$ cat config.mk
export PLATFORM = sky130hd
export DESIGN_NAME = vga_sync_receiver
export DESIGN_NICKNAME = d
export VERILOG_FILES = /design/src/rtl/vga_pkg.sv /design/src/rtl/sync_edge_detect.sv /design/src/rtl/vga_sync_receiver.sv
export SDC_FILE = /design/constraint.sdc
export NUM_CORES = 1
export LEC_CHECK = 0
export ABC_AREA = 1
export BUFFER_PORTS_ARGS = -buffer_cell sky130_fd_sc_hd__buf_2
export CAP_MARGIN = 10
export CELL_PAD_IN_SITES_DETAIL_PLACEMENT = 1
export CELL_PAD_IN_SITES_GLOBAL_PLACEMENT = 1
export CORE_ASPECT_RATIO = 0.8
export CORE_MARGIN = 8
export CORE_UTILIZATION = 30
export DETAILED_ROUTE_END_ITERATION = 10
export PLACE_DENSITY_LB_ADDON = 0.1
export SLEW_MARGIN = 20
export SYNTH_ARGS = -nofsm -noshare
export SYNTH_HDL_FRONTEND = slang
export SYNTH_SLANG_ARGS = --single-unit
export TNS_END_PERCENT = 100
$ cat constraint.sdc
create_clock -name clk_25 -period 3.4 [get_ports clk_25]
set_input_delay 0.17 -clock clk_25 [delete_from_list [all_inputs] [get_ports clk_25]]
set_output_delay 0.17 -clock clk_25 [all_outputs]
set_load 0.02 [all_outputs]
$ cat src/rtl/vga_pkg.sv
`default_nettype none
// ============================================================================
// Module      : vga_pkg
// Description : Default 640x480@60 timing constants and the receiver FSM
//               state type shared by the VGA sync receiver.
// Revision    : 1.0 - initial release
// ============================================================================
package vga_pkg;

  // Horizontal timing in pixels
  localparam int H_VISIBLE_DEF = 640;
  localparam int H_FP_DEF      = 16;
  localparam int H_SYNC_DEF    = 96;
  localparam int H_BP_DEF      = 48;
  localparam int H_TOTAL       = H_VISIBLE_DEF + H_FP_DEF + H_SYNC_DEF + H_BP_DEF;

  // Vertical timing in lines
  localparam int V_VISIBLE_DEF = 480;
  localparam int V_FP_DEF      = 10;
  localparam int V_SYNC_DEF    = 2;
  localparam int V_BP_DEF      = 33;
  localparam int V_TOTAL       = V_VISIBLE_DEF + V_FP_DEF + V_SYNC_DEF + V_BP_DEF;

  typedef enum logic [1:0] {
    SEARCH  = 2'd0,
    MEASURE = 2'd1,
    LOCKED  = 2'd2
  } rx_state_t;

endpackage
`default_nettype wire

$ cat src/rtl/sync_edge_detect.sv
`default_nettype none
// ============================================================================
// Module      : sync_edge_detect
// Description : Registers an active-low sync input once, keeps a one-cycle
//               delayed copy and flags the cycle where the registered sync
//               has just fallen. History presets high so reset never fakes
//               an edge.
// Revision    : 1.0 - initial release
// ============================================================================
module sync_edge_detect (
  input  logic clk,
  input  logic rst,
  input  logic sync_in,
  output logic fall
);

  logic sync_q;
  logic sync_dly;

  // Input register plus delayed copy; both idle high (sync inactive)
  always_ff @(posedge clk) begin
    if (rst) begin
      sync_q   <= 1'b1;
      sync_dly <= 1'b1;
    end else begin
      sync_q   <= sync_in;
      sync_dly <= sync_q;
    end
  end

  assign fall = sync_dly & ~sync_q;

endmodule
`default_nettype wire

$ cat src/rtl/vga_sync_receiver.sv
`default_nettype none
// ============================================================================
// Module      : vga_sync_receiver
// Description : Recovers pixel timing from VGA hsync/vsync, verifies line and
//               frame lengths, and emits visible-pixel strobes with x/y
//               coordinates and captured RGB. Input-to-output latency is two
//               clocks.
//               Optional macro VGA_RX_CHECKSUM_EN adds the frame_sum output
//               (wrapping per-frame sum of red+green+blue over valid pixels).
// Revision    : 1.0 - initial release
// ============================================================================
module vga_sync_receiver
  import vga_pkg::*;
#(
  parameter int H_VISIBLE = H_VISIBLE_DEF,
  parameter int H_FP      = H_FP_DEF,
  parameter int H_SYNC    = H_SYNC_DEF,
  parameter int H_BP      = H_BP_DEF,
  parameter int V_VISIBLE = V_VISIBLE_DEF,
  parameter int V_FP      = V_FP_DEF,
  parameter int V_SYNC    = V_SYNC_DEF,
  parameter int V_BP      = V_BP_DEF
) (
  input  logic        clk_25,
  input  logic        rst,
  input  logic        hsync,
  input  logic        vsync,
  input  logic [7:0]  red,
  input  logic [7:0]  green,
  input  logic [7:0]  blue,
  output logic        locked,
  output logic        pixel_valid,
  output logic [9:0]  x,
  output logic [9:0]  y,
  output logic [7:0]  pix_r,
  output logic [7:0]  pix_g,
  output logic [7:0]  pix_b,
  output logic        frame_start,
  output logic        sync_error,
  output logic [15:0] frame_count
`ifdef VGA_RX_CHECKSUM_EN
  ,
  output logic [15:0] frame_sum
`endif
);

  localparam int LINE_LEN    = H_VISIBLE + H_FP + H_SYNC + H_BP;
  localparam int FRAME_LINES = V_VISIBLE + V_FP + V_SYNC + V_BP;
  localparam int H_START     = H_SYNC + H_BP;
  localparam int V_START     = V_SYNC + V_BP;
  localparam int HCW         = $clog2(LINE_LEN + 1);
  localparam int VCW         = $clog2(FRAME_LINES + 1);

  logic           hs_fall;
  logic           vs_fall;
  logic [7:0]     red_q, green_q, blue_q;
  logic [HCW-1:0] hcount, h_next;
  logic [VCW-1:0] vcount, v_next;
  logic           vs_pend;
  logic           line_err;
  logic           frame_evt;
  logic           err;
  logic           h_vis, v_vis, show;
  rx_state_t      state, state_next;

  sync_edge_detect u_hs_edge (.clk(clk_25), .rst(rst), .sync_in(hsync), .fall(hs_fall));
  sync_edge_detect u_vs_edge (.clk(clk_25), .rst(rst), .sync_in(vsync), .fall(vs_fall));

  // First pipeline stage for pixel data, aligned with the registered syncs
  always_ff @(posedge clk_25) begin
    if (rst) begin
      red_q   <= 8'd0;
      green_q <= 8'd0;
      blue_q  <= 8'd0;
    end else begin
      red_q   <= red;
      green_q <= green;
      blue_q  <= blue;
    end
  end

  // Position of the stage-one pixel; a vsync fall takes effect at the next hsync fall
  always_comb begin
    h_next = hcount + HCW'(1);
    if (hs_fall) h_next = '0;
    v_next = vcount;
    if (hs_fall) begin
      if (vs_fall || vs_pend) v_next = '0;
      else                    v_next = vcount + VCW'(1);
    end
  end

  // hcount/vcount hold the position of the pixel now at the outputs
  always_ff @(posedge clk_25) begin
    if (rst) begin
      hcount  <= '0;
      vcount  <= '0;
      vs_pend <= 1'b0;
    end else begin
      hcount  <= h_next;
      vcount  <= v_next;
      vs_pend <= hs_fall ? 1'b0 : (vs_pend | vs_fall);
    end
  end

  // A line is bad if it ends early/late, or runs to LINE_LEN with no hsync fall
  assign line_err = hs_fall ? (hcount != HCW'(LINE_LEN - 1))
                            : (hcount == HCW'(LINE_LEN - 1));

  // Receiver state register
  always_ff @(posedge clk_25) begin
    if (rst) state <= SEARCH;
    else     state <= state_next;
  end

  // Lock FSM: an error always wins over a frame event in the same cycle
  always_comb begin
    state_next = state;
    frame_evt  = 1'b0;
    err        = 1'b0;
    case (state)
      SEARCH: begin
        if (vs_fall) state_next = MEASURE;
      end
      MEASURE, LOCKED: begin
        if (line_err) begin
          err        = 1'b1;
          state_next = SEARCH;
        end else if (vs_fall) begin
          if (vcount == VCW'(FRAME_LINES - 1)) begin
            frame_evt  = 1'b1;
            state_next = LOCKED;
          end else begin
            err        = 1'b1;
            state_next = SEARCH;
          end
        end
      end
      default: state_next = SEARCH;
    endcase
  end

  assign h_vis = (h_next >= HCW'(H_START)) && (h_next < HCW'(H_START + H_VISIBLE));
  assign v_vis = (v_next >= VCW'(V_START)) && (v_next < VCW'(V_START + V_VISIBLE));
  assign show  = (state_next == LOCKED) && h_vis && v_vis;

  assign locked = (state == LOCKED);

  // Output stage: strobes every cycle, coordinates and data only on valid pixels
  always_ff @(posedge clk_25) begin
    if (rst) begin
      pixel_valid <= 1'b0;
      frame_start <= 1'b0;
      sync_error  <= 1'b0;
      frame_count <= 16'd0;
      x           <= 10'd0;
      y           <= 10'd0;
      pix_r       <= 8'd0;
      pix_g       <= 8'd0;
      pix_b       <= 8'd0;
    end else begin
      pixel_valid <= show;
      frame_start <= frame_evt;
      sync_error  <= err;
      if (frame_evt) frame_count <= frame_count + 16'd1;
      if (show) begin
        x     <= 10'(h_next - HCW'(H_START));
        y     <= 10'(v_next - VCW'(V_START));
        pix_r <= red_q;
        pix_g <= green_q;
        pix_b <= blue_q;
      end
    end
  end

`ifdef VGA_RX_CHECKSUM_EN
  logic [15:0] sum_acc;

  // Running colour sum restarts at each frame start, publishing the finished frame
  always_ff @(posedge clk_25) begin
    if (rst) begin
      sum_acc   <= 16'd0;
      frame_sum <= 16'd0;
    end else if (frame_evt) begin
      frame_sum <= sum_acc;
      sum_acc   <= 16'd0;
    end else if (show) begin
      sum_acc <= sum_acc + 16'(red_q) + 16'(green_q) + 16'(blue_q);
    end
  end
`endif

endmodule
`default_nettype wire

==> run_results.csv <==
group,metric,value,unit
run_status,outcome,"completed",
sta,rsz0062_at_grt,"no",
route,wire_per_inst,13.9,um
route,drt_iter0_drc,209,
route,wl_met1,7380,um
route,wl_met3,610,um
sta,fin_ws,491,ps
route,dr_wl_met2,7250,um
grt,antenna_found_initial,1,
sta,hold_viol,0,
worst_setup_path,path_cells,"inv_1 > ha_1 > nand3_1 > nand2_1 > nand2_1 > inv_1 > ha_1 > inv_1 > nand2_1 > o21ai_2 > nand3_2 > inv_1 > nor2_4 > buf_4 > nand3_1 > nand2_1 > nor2_1",
yosys,synth_top_area_share,43.4,%
route,drt_wl_total,15500,um
yosys,ys.flop_type,"dfxtp_1",
final_layout,nNetsFinal,919,
grt,grt_pass1_wl,25800,um
worst_hold_path,hp-class,"input port to register",
route,via_count,5049,
yosys,ys_top_cells_by_area,"dfxtp_1 43%, nor2_1 12%, nand2_1 11%",
final_layout,stdcell_count,1120,
yosys,synth.avg_cell_area,6.89,um2
cts,cts_max_level,4,
cts,cts_buffer_depth,2,
final_layout,syn2layout_area_growth,28.8,%
worst_setup_path,required,3700,ps
grt,grt_overflow,0,
worst_setup_path,cp_data_arrival_time,3210,ps
cts,cts_resized,0,
sta,final-setup-viol-count,0,
grt,first_global_vias,5234,
cts,cts_setup_buffers,0,
yosys,synth-edff-count,0,
yosys,post-synth-top-area-cell,"dfxtp_1",
route,top_layer,"met4",
worst_setup_path,slowest_stage,"nor2_4",
route,drc,0,
cts,cts.sink_count,114,
yosys,netlist_instances,763,
power,p_leak,3.29,nW
die,initial_utilization,30.4,%
cts,numCtsBuffers,17,
die,fp.dieW,164,um
die,rows,43,
sta,slew_headroom,32.6,%
cts,clockRootBuffer,"clkbuf_16",
cts,clkLatencyLatePin,410,ps
power,vdd_drop_max,0.273,mV
sta,fin_tns_setup,0,ps
die,die_area,22000,um2
sta,worstMarginPinSlew,1010,ps
power,p_per_area,498,nW/um2
placement,post-dp-hpwl,11100,um
worst_setup_path,worstPathMaxFanout,22,
run,cap_violations,0,
yosys,ys_seq_area_share,43.4,%
placement,port_buffers,91,
worst_setup_path,cp-start-kind,"register",
grt,grt_max_degree,60,
yosys,yosysWarnings,0,
sta,slew_viol_final,0,
route,ant_nets,0,
sta,finalCriticalPeriod,2910,ps
yosys,synthArstFlopShare,0,%
worst_setup_path,path_class,"register to register",
worst_setup_path,endpoint_kind,"register",
yosys,ys_ff_latch,114,
yosys,synthesis.nets,801,
worst_setup_path,slowest_delay,450,ps
placement,gp_congestion,0.762,
route,vias_per_cell,4.51,
yosys,synthDistinctLibCells,32,
final_layout,drive_gt1_share,17.7,%
die,core_area,17300,um2
die,pin_count,92,
cts,cts.clk_slew.worst_paths,60,ps
sta,period_share,85.6,%
sta,fin_skew,9.60,ps
route,dr.pass1.iters,4,
cts,tritoncts,"built",
cts,ctsHoldBuffers,26,
yosys,syn_area,5260,um2
sta,fmax,0.344,GHz
placement,place_ws,499,ps
placement,dpl.cell_count,1061,
grt,track_usage,14.6,%
die,fp.dieH,134,um
==> critical path: cells and delay by family, from the launching register on <==
kind,cells,cell delay (ps)
AO/OA/AOI/OAI,1,120
flip-flops,1,440
buffers and inverters,5,610
adder cells (fa/ha/maj),2,490
AND/OR/NAND/NOR,9,1160
==> synth_stat cells (2+ instances only) <==
library cell and number:
buf_6 9, nand2_2 6, inv_1 120, xor2_1 8, a21oi_1 15, a211oi_1 2
o21ai_0 13, inv_2 4, dfxtp_1 114, nand3_2 5, nand2_1 149, clkbuf_1 7
nand3b_1 2, nand4_1 9, nor3_1 8, xnor2_1 4, nor2_4 4, o21ai_1 2
nor4_1 2, ha_1 10, or2_2 2, nor2_1 168, nor2_2 4, buf_2 5
nand3_1 80, buf_1 5
==> worst paths after layout <==
path	start	depth (start not counted)	slack (ps)	end
setup / recovery	vcount[0]	17	490	y[3]
hold / removal	rst	3	400	u_vs_edge.sync_dly
setup reg to reg	vcount[0]	17	490	y[3]
hold reg to reg	u_hs_edge.sync_q	2	440	u_hs_edge.sync_dly
==> where the power goes <==
group | internal, mW | total, mW | switching [mW]
clock | 1.19 | 1.84 | 0.654
sequential | 1.36 | 1.37 | 0.00985
combinational | 0.0656 | 0.161 | 0.0959
==> state kept, by name, summed over array words and instances (netlist names) <==
name	count
y	10
hcount	10
vcount	10
pix_r	8
frame_count	16
u_vs_edge.sync_dly	1
frame_start	1
vs_pend	1
pix_b	8
pixel_valid	1
u_hs_edge.sync_dly	1
u_hs_edge.sync_q	1
u_vs_edge.sync_q	1
state	2
blue_q	8
green_q	8
pix_g	8
x	10
sync_error	1
red_q	8
==> per-layer routing <==
metal	global-route usage, %	up-vias
met3	3.37	21
met5	0	-
met1	17.9	2366
met4	5.90	0
li1	-	2571
met2	24.4	91
==> layout make-up <==
| class | count | area [um2] |
|---|---|---|
| multi-input cells | 499 | 2340 |
| clock buffers | 19 | 453 |
| repair buffers | 125 | 788 |
| well taps | 225 | 282 |
| flip-flops and latches | 114 | 2280 |
| diodes | 1 | 2.50 |
| fillers | 2222 | 10500 |
| clock inverters | 13 | 160 |
| inverters | 124 | 465 |
==> cells by family (layout without fill, tap and decap cells) <==
logic type,count (synthesis),after routing,share of synthesized area (%)
AOI/OAI and AO/OA,35,35,3.57
DFF,114,114,43.4
xor gates and xnor gates,12,12,2.00
buffers and inverters,150,281,12.1
other,0,1,0
adders and majority gates,10,10,2.38
and+or+nand+nor,442,442,36.5
==> placed cells by master (no fill, tap or decap), types with 3 or more instances in the layout <==
cell type / instances
o21ai_0: 13
nand4_1: 9
nand3_1: 80
nand3_2: 5
bufinv_16: 3
dlygate4sd3_1: 26
nor2_1: 168
buf_2: 91
xor2_1: 8
clkinvlp_4: 5
inv_2: 4
ha_1: 10
nor2_4: 4
clkinv_2: 3
nor2_2: 4
nand2_1: 149
dfxtp_1: 114
a21oi_1: 15
nor3_1: 8
inv_1: 120
buf_4: 7
clkbuf_16: 17
xnor2_1: 4
nand2_2: 6
==> per-stage QoR <==
stage | hold WS [ps] | total power [mW] | instance area, um2 | util (%)
after CTS | 409 | 3.43 | 6770 | 39.2
after global placement | 355 | 1.54 | 5890 | 34.1
after floorplan | 274 | 1.49 | 5260 | -
final | 399 | 3.37 | 6770 | 39.2
after global routing | 440 | 3.51 | 6770 | 39.2
after detailed placement | 356 | 1.54 | 5890 | 34.1
Note: power is estimated with default switching activity, not from simulation.
